<file path="src/rtl/mips_pkg.sv">
// Shared MIPS definitions: reset PC, frame widths
// and the boot loader state encoding.
package mips_pkg;

  localparam logic [31:0] RESET_PC = 32'h0040_0000;

  localparam int BYTE_W = 8;
  localparam int WORD_W = 32;
  localparam int CNT_W  = 16;
  localparam int CSUM_W = 8;

  typedef enum logic [2:0] {
    LD_IDLE   = 3'd0,
    LD_CNT_HI = 3'd1,
    LD_CNT_LO = 3'd2,
    LD_DATA   = 3'd3,
    LD_CSUM   = 3'd4,
    LD_DONE   = 3'd5,
    LD_ERR    = 3'd6
  } ld_state_e;

endpackage

</file>
<file path="src/rtl/word_assembler.sv">
// Packs payload bytes big-endian into 32-bit words;
// word_valid flags the handshake of each 4th byte.
module word_assembler
  import mips_pkg::*;
(
  input  logic              clk,
  input  logic              rst_n,
  input  logic              byte_en,
  input  logic [BYTE_W-1:0] byte_in,
  output logic [WORD_W-1:0] word,
  output logic              word_valid
);

  logic [WORD_W-BYTE_W-1:0] shift;
  logic [1:0]               cnt;

  // Shift in accepted bytes and count position in the word
  always_ff @(posedge clk) begin
    if (!rst_n) begin
      shift <= '0;
      cnt   <= '0;
    end else if (byte_en) begin
      shift <= {shift[WORD_W-2*BYTE_W-1:0], byte_in};
      cnt   <= cnt + 2'd1;
    end
  end

  // The 4th byte completes the word without waiting a cycle
  assign word       = {shift, byte_in};
  assign word_valid = byte_en && (cnt == 2'd3);

endmodule

</file>
<file path="src/rtl/imem_loader.sv">
// Boot loader: framed byte stream -> instruction memory,
// checksum verified before the core is released.
module imem_loader
  import mips_pkg::*;
#(
  parameter logic [31:0] BASE_ADDR = RESET_PC,
  parameter int unsigned MAX_WORDS = 256
) (
  input  logic              clk,
  input  logic              rst_n,
  input  logic [BYTE_W-1:0] rx_data,
  input  logic              rx_valid,
  output logic              rx_ready,
  output logic              im_we,
  output logic [31:0]       im_addr,
  output logic [WORD_W-1:0] im_wdata,
  output logic              cpu_run,
  output logic              load_done,
  output logic              load_err,
  output logic [CNT_W-1:0]  words_loaded
);

  ld_state_e          state;
  ld_state_e          state_nxt;
  logic [CNT_W-1:0]   cnt;
  logic [CSUM_W-1:0]  csum;
  logic [CNT_W-1:0]   wl;
  logic               hs;
  logic [CNT_W-1:0]   n_full;
  logic               byte_en;
  logic [WORD_W-1:0]  word;
  logic               word_valid;
  logic               last_word;

  assign hs      = rx_valid && rx_ready;
  assign n_full  = {cnt[15:8], rx_data};
  assign byte_en = hs && (state == LD_DATA);

  // The final word of the payload ends the data phase
  assign last_word = word_valid && ((wl + 16'd1) == cnt);

  word_assembler u_asm (
    .clk        (clk),
    .rst_n      (rst_n),
    .byte_en    (byte_en),
    .byte_in    (rx_data),
    .word       (word),
    .word_valid (word_valid)
  );

  // State register
  always_ff @(posedge clk) begin
    if (!rst_n) state <= LD_IDLE;
    else        state <= state_nxt;
  end

  // Next-state decode and stream readiness
  always_comb begin
    state_nxt = state;
    rx_ready  = 1'b0;
    unique case (state)
      LD_IDLE: state_nxt = LD_CNT_HI;
      LD_CNT_HI: begin
        rx_ready = 1'b1;
        if (hs) state_nxt = LD_CNT_LO;
      end
      LD_CNT_LO: begin
        rx_ready = 1'b1;
        if (hs) begin
          if ({16'd0, n_full} > MAX_WORDS)
            state_nxt = LD_ERR;
          else if (n_full == '0)
            state_nxt = LD_CSUM;
          else
            state_nxt = LD_DATA;
        end
      end
      LD_DATA: begin
        rx_ready = 1'b1;
        if (last_word) state_nxt = LD_CSUM;
      end
      LD_CSUM: begin
        rx_ready = 1'b1;
        if (hs)
          state_nxt = (rx_data == csum) ? LD_DONE
                                        : LD_ERR;
      end
      LD_DONE: state_nxt = LD_DONE;
      LD_ERR:  state_nxt = LD_ERR;
      default: state_nxt = LD_IDLE;
    endcase
  end

  // Capture the word count, high byte first
  always_ff @(posedge clk) begin
    if (!rst_n) begin
      cnt <= '0;
    end else if (hs) begin
      if (state == LD_CNT_HI) cnt[15:8] <= rx_data;
      if (state == LD_CNT_LO) cnt[7:0]  <= rx_data;
    end
  end

  // Running XOR over payload bytes only
  always_ff @(posedge clk) begin
    if (!rst_n)       csum <= '0;
    else if (byte_en) csum <= csum ^ rx_data;
  end

  // Registered memory write port and word counter
  always_ff @(posedge clk) begin
    if (!rst_n) begin
      im_we    <= 1'b0;
      im_addr  <= '0;
      im_wdata <= '0;
      wl       <= '0;
    end else begin
      im_we <= word_valid;
      if (word_valid) begin
        im_wdata <= word;
        im_addr  <= BASE_ADDR + {14'd0, wl, 2'b00};
        wl       <= wl + 16'd1;
      end
    end
  end

  assign words_loaded = wl;
  assign cpu_run      = (state == LD_DONE);
  assign load_done    = (state == LD_DONE);
  assign load_err     = (state == LD_ERR);

endmodule

</file>
<file path="config.mk">
export PLATFORM = sky130hd
export DESIGN_NAME = imem_loader
export DESIGN_NICKNAME = d
export VERILOG_FILES = /design/src/rtl/mips_pkg.sv /design/src/rtl/word_assembler.sv /design/src/rtl/imem_loader.sv
export SDC_FILE = /design/constraint.sdc
export NUM_CORES = 1
export LEC_CHECK = 0
export ABC_CLOCK_PERIOD_IN_PS = 3050
export CORE_MARGIN = 2
export CORE_UTILIZATION = 40
export DETAILED_ROUTE_END_ITERATION = 12
export PLACE_DENSITY = 0.59
export RECOVER_POWER = 100
export REMOVE_ABC_BUFFERS = 1
export SLEW_MARGIN = 20
export SYNTH_ARGS = -nofsm -noshare
export SYNTH_HDL_FRONTEND = slang
export SYNTH_SLANG_ARGS = --single-unit
</file>
<file path="constraint.sdc">
create_clock -name clk -period 3.05 [get_ports clk]
set_input_delay 0.305 -clock clk [delete_from_list [all_inputs] [get_ports clk]]
set_output_delay 0.305 -clock clk [all_outputs]
set_load 0.03 [all_outputs]
</file>
==> results of run 1 <==
## how the worst min path moves through the flow
stage,from,depth (start not counted),endpoint
2_1_floorplan,rst_n,1,state[0]
4_1_cts,im_wdata[20],2,im_wdata[20]
6_report,im_wdata[20],2,im_wdata[20]
5_1_grt,im_addr[7],2,im_addr[7]
3_3_place_gp,im_wdata[23],2,im_wdata[23]
3_5_place_dp,im_wdata[20],2,im_wdata[20]
## critical path, delay by kind of cell, from the launching register on
kind,cells,cell delay [ns]
flops,1,0.60
compound gates,3,1.00
simple gates,3,0.96
## layout by cell type, fill, tap and decap left out, types with 3 or more instances in the layout
cell | netlist | routed
dlygate4sd3_1 | 0 | 71
o21ai_0 | 5 | 5
or3_1 | 4 | 4
xnor2_1 | 24 | 24
nor4_1 | 9 | 9
nand4_1 | 8 | 9
clkinv_2 | 0 | 3
clkdlybuf4s50_1 | 0 | 8
clkbuf_1 | 29 | 5
a21oi_1 | 3 | 3
and2_1 | 24 | 8
nor2b_1 | 16 | 16
bufinv_16 | 0 | 5
a21boi_0 | 82 | 83
nand3_1 | 8 | 8
nand2_1 | 175 | 175
a211oi_1 | 3 | 3
xor2_1 | 25 | 25
buf_4 | 21 | 8
o211ai_1 | 3 | 3
and3b_1 | 3 | 3
dfxtp_1 | 119 | 119
and2_0 | 0 | 16
mux2i_1 | 8 | 8
nor2_1 | 9 | 9
nor3_1 | 8 | 8
clkbuf_16 | 0 | 17
conb_1 | 1 | 15
## sequential cells by signal, summed over array words and instances, names as in the netlist
register	cells
words_loaded	16
im_addr	17
cnt	16
u_asm.shift	24
im_we	1
im_wdata	32
state	3
csum	8
u_asm.cnt	2
## cells by family after synthesis
family,after synthesis
other,1
flip-flops,119
buffers and inverters,67
AO/OA/AOI/OAI,113
XOR/XNOR,49
multiplexers,8
adder cells (fa/ha/maj),2
AND/OR/NAND/NOR,285
## layout make-up
cell class / instances / area share
multi-input combinational: 472 / 0.403
sequential: 119 / 0.342
clock inverter: 12 / 0.0286
timing repair buffer: 94 / 0.129
tap: 176 / 0.0316
inverter: 2 / 0.00108
clock buffer: 20 / 0.0642
## power groups by stage
stage               combinational (W)  clock, W  sequential [W]
floorplan                    0.000241         0         0.00167
global placement             0.000351         0         0.00168
detailed placement           0.000354         0         0.00169
CTS                          0.000356   0.00223         0.00165
global route                 0.000385   0.00229         0.00166
finish                       0.000347   0.00218         0.00165
## routing by layer
layer | vias to the layer above | share of wire | routed length [um] | track usage
li1 | 2239 | - | - | -
met1 | 2082 | 0.47 | 5720 | 0.224
met2 | 107 | 0.47 | 5740 | 0.287
met3 | 20 | 0.050 | 613 | 0.0522
met4 | 0 | 0.017 | 203 | 0.0682
met5 | - | 0 | 0 | 0
## metrics by stage
step           cell area [sq um]  hold slack, ns  setup TNS [ns]  setup WS [ns]
2_1_floorplan               5200           0.422           -1.19         -0.269
3_3_place_gp                6340           0.448               0          0.635
3_5_place_dp                6340           0.458               0          0.495
4_1_cts                     6980           0.466               0          0.475
5_1_grt                     6960           0.479               0          0.225
6_report                    6960           0.457               0          0.442
==> flow_summary.json, run 1 <==
{
  "crit_path_end_kind": "flip-flop",
  "synth_area_per_cell_sq_um": 8.54,
  "r2r_setup_slack_ns": 0.44,
  "die-area_sq_um": 14700,
  "multi_input_area_sq_um": 2810,
  "p_seq_frac": 0.396,
  "grt_pass1_vias": 4290,
  "synth_area_leaders": "dfxtp_1, nand2_1, a21boi_0",
  "finalCritPeriodShare": 0.855,
  "clockPowerShare": 0.521,
  "diodes": 0,
  "p_leak_nw": 2.70,
  "hold_buffers": 0,
  "dpl.cell_count": 863,
  "synth_compound_area_frac": 0.153,
  "cts-root-buf": "clkbuf_16",
  "crit_path_start_kind": "flip-flop",
  "period_minus_slack_ns": 2.61,
  "powerDensity_nw_per_um2": 601,
  "yosys.area.top_type": "dfxtp_1",
  "ys_seq_area_frac": 0.433,
  "synth.distinct_cells": 57,
  "die_w_um": 121,
  "die_y_um": 121,
  "synth_cells": 644,
  "r2r_end": "state[2]",
  "slew_headroom": 0.189,
  "area_growth_pct": 26.4,
  "synth-seq-cells": 119,
  "cts.htree.levels": 4,
  "cts_made_buffers": 17,
  "route.detailed.drc": 0,
  "synth-edff-count": 0,
  "cts_setup_buffers": 0,
  "crit_arrival_ns": 2.97,
  "finish.utilization": 0.521,
  "rows": 42,
  "path_cells": "nand4_1 -> nor2_1 -> nor4bb_1 -> o311ai_0 -> a2111oi_2 -> o211a_1",
  "hold_viol_final": 0,
  "yosysMostFrequentCell": "nand2_1",
  "yosys_warnings": 0,
  "clock_latency_ns": 0.42,
  "antenna_found_initial": 0,
  "grt.total_usage": 0.178,
  "yosys.area_share.simple": 0.251,
  "maxCapViolCount": 0,
  "timing.final.max_slew_violations": 0,
  "wl_per_cell_um": 13.7,
  "start_util": 0.412,
  "routed_via_density": 4.97,
  "regArea_sq_um": 2380,
  "p_total_w": 0.00418,
  "finalSetupViolCount": 0,
  "worstPathMaxFanout": 12,
  "crit_required_ns": 3.41,
  "max_freq_mhz": 383,
  "cts_sinks": 119,
  "worst_pin_slew_ns": 1.22,
  "path_class": "flip-flop to flip-flop",
  "synthTopCellsByCount": "nand2_1, dfxtp_1, a21boi_0",
  "pwr-share-comb": 0.083,
  "cp_slowest_cell": "dfxtp_1",
  "final_cells": 895,
  "grt_overflow_total": 0,
  "num-fill-cells": 1309,
  "peakVddDrop_mv": 0.299,
  "cp_slowest_stage_delay_ns": 0.60,
  "r2r_cells": 6,
  "reg2reg_from": "words_loaded[3]",
  "synth-xor-area-share": 0.0780,
  "synthArstFlopShare": 0,
  "final_layout_size_suffix_gt1_frac": 0.0709,
  "synth_area_sq_um": 5500,
  "grt_pass1_wl_mm": 20.5,
  "vias": 4448,
  "io_buffers": 80,
  "synth_top_family_by_area": "simple AND/OR/NAND/NOR gates",
  "hold_path_class": "flip-flop to flip-flop",
  "cts_tree": "built",
  "p_switching_w": 0.000971,
  "outcome": "finished, final reports clean",
  "dp.final_hpwl_mm": 8.53,
  "swShare": 0.232,
  "drt_iter0_markers": 220,
  "cts.clk_slew.worst_paths_ns": 0.06,
  "synth_top_area_share": 0.433,
  "cp-startpoint": "words_loaded[3]",
  "first_pass_iters": 4,
  "drtAntennaViolNets": 0,
  "cts_resized": 0,
  "muxShareOfSynthArea": 0.0146,
  "rsz0062_at_grt": "false",
  "clockBufferDepth": 2,
  "gp_congestion": 0.889,
  "synth-adder-area-share": 0.00455,
  "fin_nets": 719,
  "crit_path_end": "state[2]",
  "fin_skew_ns": 0.00756,
  "synthFlopType": "dfxtp_1",
  "drt_wl_total_mm": 12.3,
  "grt_max_degree": 47,
  "ioPinCount": 96,
  "internal-power_w": 0.00321,
  "core_area_sq_um": 13300
}
(Power assumes the default switching activity.)
==> run 2: changes to the inputs <==
--- a/config.mk
+++ b/config.mk
@@ -10,7 +10,6 @@
 export CORE_UTILIZATION = 40
 export DETAILED_ROUTE_END_ITERATION = 12
 export PLACE_DENSITY = 0.59
-export RECOVER_POWER = 100
 export REMOVE_ABC_BUFFERS = 1
 export SLEW_MARGIN = 20
 export SYNTH_ARGS = -nofsm -noshare
==> flow_summary.json, run 2 (same netlist as run 1, synthesis figures left out) <==
{
  "cts_tree": "built",
  "crit_required_ns": 3.41,
  "placed_area_sq_um": 6340,
  "ioPinCount": 96,
  "peakVddDrop_mv": 0.300,
  "wl_met3_um": 592,
  "vias": 4395,
  "dp_slack_ns": 0.495,
  "drtAntennaViolNets": 0,
  "antenna_found_initial": 0,
  "layout_common_cells": "nand2_1, dfxtp_1, a21boi_0",
  "slew_headroom": 0.533,
  "io_buffers": 80,
  "holdPathEnd": "im_addr[7]",
  "drt_wl_total_mm": 12.4,
  "cts.clk_slew.worst_paths_ns": 0.06,
  "hold-worst-slack_ns": 0.460,
  "outcome": "finished, final reports clean",
  "finalCritPeriodShare": 0.838,
  "clock_latency_ns": 0.42,
  "grt_pass1_vias": 4290,
  "area_growth_pct": 26.9,
  "r2r_cells": 6,
  "hold_viol_final": 0,
  "powerDensity_nw_per_um2": 600,
  "worst_pin_slew_ns": 0.700,
  "holdPathStages": 2,
  "cts_made_buffers": 17,
  "fin_skew_ns": 0.0104,
  "wl_per_cell_um": 13.8,
  "timing.final.max_slew_violations": 0,
  "maxCapViolCount": 0,
  "grt_pass1_wl_mm": 20.5,
  "final_cell_area_sq_um": 6980,
  "route.detailed.drc": 0,
  "wl_met1_mm": 5.75,
  "die_y_um": 121,
  "rows": 42,
  "grt_overflow_total": 0,
  "crit_path_start_kind": "flip-flop",
  "path_class": "flip-flop to flip-flop",
  "fin_nets": 719,
  "worstPathMaxFanout": 11,
  "die-area_sq_um": 14700,
  "fin_ws_ns": 0.494,
  "finalSetupViolCount": 0,
  "cts-root-buf": "clkbuf_16",
  "wl_met2_mm": 5.87,
  "reg_top3": "im_wdata x32, u_asm.shift x24, im_addr x17",
  "final_layout_size_suffix_gt1_frac": 0.0793,
  "crit_path_end_kind": "flip-flop",
  "hold_start": "im_addr[7]",
  "reg2reg_from": "words_loaded[1]",
  "dp.final_hpwl_mm": 8.53,
  "layout_commonest_cell": "nand2_1",
  "hold_path_class": "flip-flop to flip-flop",
  "cts.htree.levels": 4,
  "cts_sinks": 119,
  "first_pass_iters": 4,
  "clockBufferDepth": 2,
  "max_freq_mhz": 391,
  "drt_iter0_markers": 185,
  "core_area_sq_um": 13300,
  "start_util": 0.412,
  "rsz0062_at_grt": "false",
  "crit_arrival_ns": 2.92,
  "regMostFlops": "im_wdata",
  "routed_via_density": 4.91,
  "hold_buffers": 0,
  "r2r_setup_slack_ns": 0.49,
  "cts_resized": 0,
  "cts_setup_buffers": 0,
  "finish.utilization": 0.523,
  "grt_max_degree": 47,
  "period_minus_slack_ns": 2.56,
  "die_w_um": 121,
  "r2r_end": "state[2]",
  "largest_reg_flops": 32,
  "top_layer_used": "met4",
  "grt.total_usage": 0.178,
  "diodes": 0,
  "p_leak_nw": 2.50,
  "gp_congestion": 0.889
}
## run 2: cell count changes in the layout (fill, tap and decap cells not counted), sizes merged
cell	previous run	this run
buf	10	15
clkbuf	25	20
clkdlybuf4s50	8	79
dlygate4sd3	71	0
## run 2: worst max-delay path by stage
stage,startpoint,cells past startpoint,endpoint,slack [ns]
5_1_grt,words_loaded[3],6,state[2],0.34
6_report,words_loaded[1],6,state[2],0.49
3_3_place_gp,words_loaded[1],6,state[2],0.64
2_1_floorplan,state[1],6,words_loaded[14],-0.27
3_5_place_dp,words_loaded[1],6,state[2],0.49
4_1_cts,words_loaded[1],6,state[2],0.47
## run 2: through the flow
step / total power, W / instances / TNS, ns
2_1_floorplan: 0.00191 / 593 / -1.19
3_3_place_gp: 0.00204 / 863 / 0
3_5_place_dp: 0.00204 / 863 / 0
4_1_cts: 0.00424 / 895 / 0
5_1_grt: 0.00435 / 895 / 0
6_report: 0.00419 / 895 / 0
## run 2: cell type report
type	count	area (sq um)
inverter	2	7.51
sequential	119	2380
tap	176	220
clock inverter	12	199
timing repair buffer	94	913
clock buffer	20	447
multi-input combinational	472	2820
fill	1304	6360
## run 2: per-layer routing
metal,GRT usage,vias to the layer above
li1,-,2237
met1,0.224,2048
met2,0.287,95
met3,0.0522,15
met4,0.0682,0
met5,0,-
## run 2: report_power, final
group          switching (W)  internal (W)
combinational       0.000201      0.000153
clock               0.000714       0.00147
sequential         0.0000589       0.00159
total               0.000974       0.00322
## run 2: worst max-delay path, cell delays in order (launching register included)
cell       delay [ns]
dfxtp_1          0.52
ha_1             0.34
nand3_4          0.17
or3_1            0.36
or3_1            0.34
a2111oi_2        0.54
o211a_1          0.23
==> run 3: changes to the inputs <==
--- a/config.mk
+++ b/config.mk
@@ -5,11 +5,11 @@
 export SDC_FILE = /design/constraint.sdc
 export NUM_CORES = 1
 export LEC_CHECK = 0
-export ABC_CLOCK_PERIOD_IN_PS = 3050
+export ABC_CLOCK_PERIOD_IN_PS = 2300
 export CORE_MARGIN = 2
 export CORE_UTILIZATION = 40
 export DETAILED_ROUTE_END_ITERATION = 12
-export PLACE_DENSITY = 0.59
+export PLACE_DENSITY = 0.62
 export REMOVE_ABC_BUFFERS = 1
 export SLEW_MARGIN = 20
 export SYNTH_ARGS = -nofsm -noshare
==> constraint.sdc (replaced) <==
create_clock -name clk -period 2.3 [get_ports clk]
set_input_delay 0.23 -clock clk [delete_from_list [all_inputs] [get_ports clk]]
set_output_delay 0.23 -clock clk [all_outputs]
set_load 0.03 [all_outputs]
==> flow_summary.json, run 3 (same netlist as run 1, synthesis figures left out) <==
{
  "worst_pin_slew_ns": 0.550,
  "maxCapViolCount": 0,
  "grt_pass1_vias": 4341,
  "hold_path_class": "primary input to flip-flop",
  "core_area_sq_um": 13300,
  "ioPinCount": 96,
  "crit_arrival_ns": 2.52,
  "die_y_um": 121,
  "final_layout_size_suffix_gt1_frac": 0.111,
  "peakVddDrop_mv": 0.474,
  "layout_commonest_cell": "nand2_1",
  "outcome": "finished, final reports clean",
  "reg2reg_from": "words_loaded[1]",
  "r2r_end": "state[2]",
  "clockBufferDepth": 2,
  "hold-worst-slack_ns": 0.311,
  "placed_area_sq_um": 6520,
  "antenna_found_initial": 0,
  "clock_latency_ns": 0.42,
  "routed_via_density": 4.88,
  "finish.utilization": 0.537,
  "grt_max_degree": 61,
  "hold_buffers": 0,
  "cts-root-buf": "clkbuf_16",
  "finalCritPeriodShare": 0.942,
  "holdPathEnd": "im_addr[22]",
  "use_met3": 0.0409,
  "path_class": "flip-flop to flip-flop",
  "p_leak_nw": 2.61,
  "hold_viol_final": 0,
  "wl_per_cell_um": 13.9,
  "cts.clk_slew.worst_paths_ns": 0.05,
  "cts_tree": "built",
  "hold_start": "rst_n",
  "die-area_sq_um": 14700,
  "grt_pass1_wl_mm": 20.9,
  "slew_headroom": 0.630,
  "holdPathStages": 3,
  "worstPathMaxFanout": 11,
  "grt.busiest_layer": "met2",
  "drt_iter0_markers": 186,
  "regMostFlops": "im_wdata",
  "cts_sinks": 119,
  "met1_usage": 0.229,
  "diodes": 0,
  "cts.htree.levels": 4,
  "route.detailed.drc": 0,
  "crit_path_end_kind": "flip-flop",
  "drtAntennaViolNets": 0,
  "dp.final_hpwl_mm": 8.88,
  "die_w_um": 121,
  "cts_setup_buffers": 0,
  "rsz0062_at_grt": "false",
  "max_freq_mhz": 462,
  "start_util": 0.412,
  "timing.final.max_slew_violations": 0,
  "reg_top3": "im_wdata x32, u_asm.shift x24, im_addr x17",
  "powerDensity_nw_per_um2": 767,
  "grt.total_usage": 0.180,
  "final_cell_area_sq_um": 7170,
  "r2r_cells": 6,
  "fin_setup_tns_ns": 0,
  "crit_path_start_kind": "flip-flop",
  "period_minus_slack_ns": 2.17,
  "largest_reg_flops": 32,
  "rows": 42,
  "r2r_setup_slack_ns": 0.13,
  "layout_common_cells": "nand2_1, dfxtp_1, a21boi_0",
  "io_buffers": 80,
  "fin_skew_ns": 0.00902,
  "drt_wl_total_mm": 12.7,
  "first_pass_iters": 4,
  "cts_made_buffers": 17,
  "gp_congestion": 0.885,
  "finalSetupViolCount": 0,
  "crit_required_ns": 2.66,
  "vias": 4475,
  "grt_overflow_total": 0,
  "fin_nets": 742,
  "area_growth_pct": 30.2,
  "use_met2": 0.296,
  "p_total_w": 0.00550
}
-- run 3: repair_timing --
action,4_1_cts,5_1_grt
gates resized for setup,2,3
pin swaps,0,0
setup endpoints to repair,2,3
gates cloned,0,0
-- run 3: power breakdown --
part	internal [W]	switching [W]
clock	0.00188	0.000912
sequential	0.00212	0.0000546
combinational	0.000227	0.000306
-- run 3: worst max-delay path, cell delays in order (launching register included) --
cell and delay, ns:
dfxtp_1 0.36, ha_2 0.25, nand3_4 0.15, or3_1 0.36, or3_1 0.37, a2111oi_4 0.42
o211a_1 0.20
-- run 3: routing by layer --
| metal | part of all wire | vias to the layer above |
|---|---|---|
| met4 | 0.0076 | 0 |
| met3 | 0.036 | 8 |
| met2 | 0.49 | 90 |
| met1 | 0.47 | 2105 |
| met5 | 0 | - |
| li1 | - | 2272 |
-- run 3: final cells by class --
type                            count  area [sq um]
Clock buffer                       22           474
Clock inverter                      9           148
Fill cell                        1275          6180
Inverter                            2          7.51
Multi-Input combinational cell    472          2840
Sequential cell                   119          2380
Tap cell                          176           220
Timing Repair Buffer              117          1100
-- run 3: worst max-delay path by stage --
stage / from / to / cells past startpoint
after CTS: words_loaded[1] / state[0] / 6
final: words_loaded[1] / state[2] / 6
after global placement: rx_data[4] / state[2] / 7
after floorplan: state[1] / words_loaded[14] / 6
after global routing: words_loaded[0] / state[2] / 7
after detailed placement: words_loaded[1] / state[0] / 6
-- run 3: stage by stage --
stage,std cells,worst slack (ns)
2_1_floorplan,593,-1.02
3_3_place_gp,886,0.0327
3_5_place_dp,886,0.00107
4_1_cts,917,0.0636
5_1_grt,917,0.0166
6_report,917,0.133
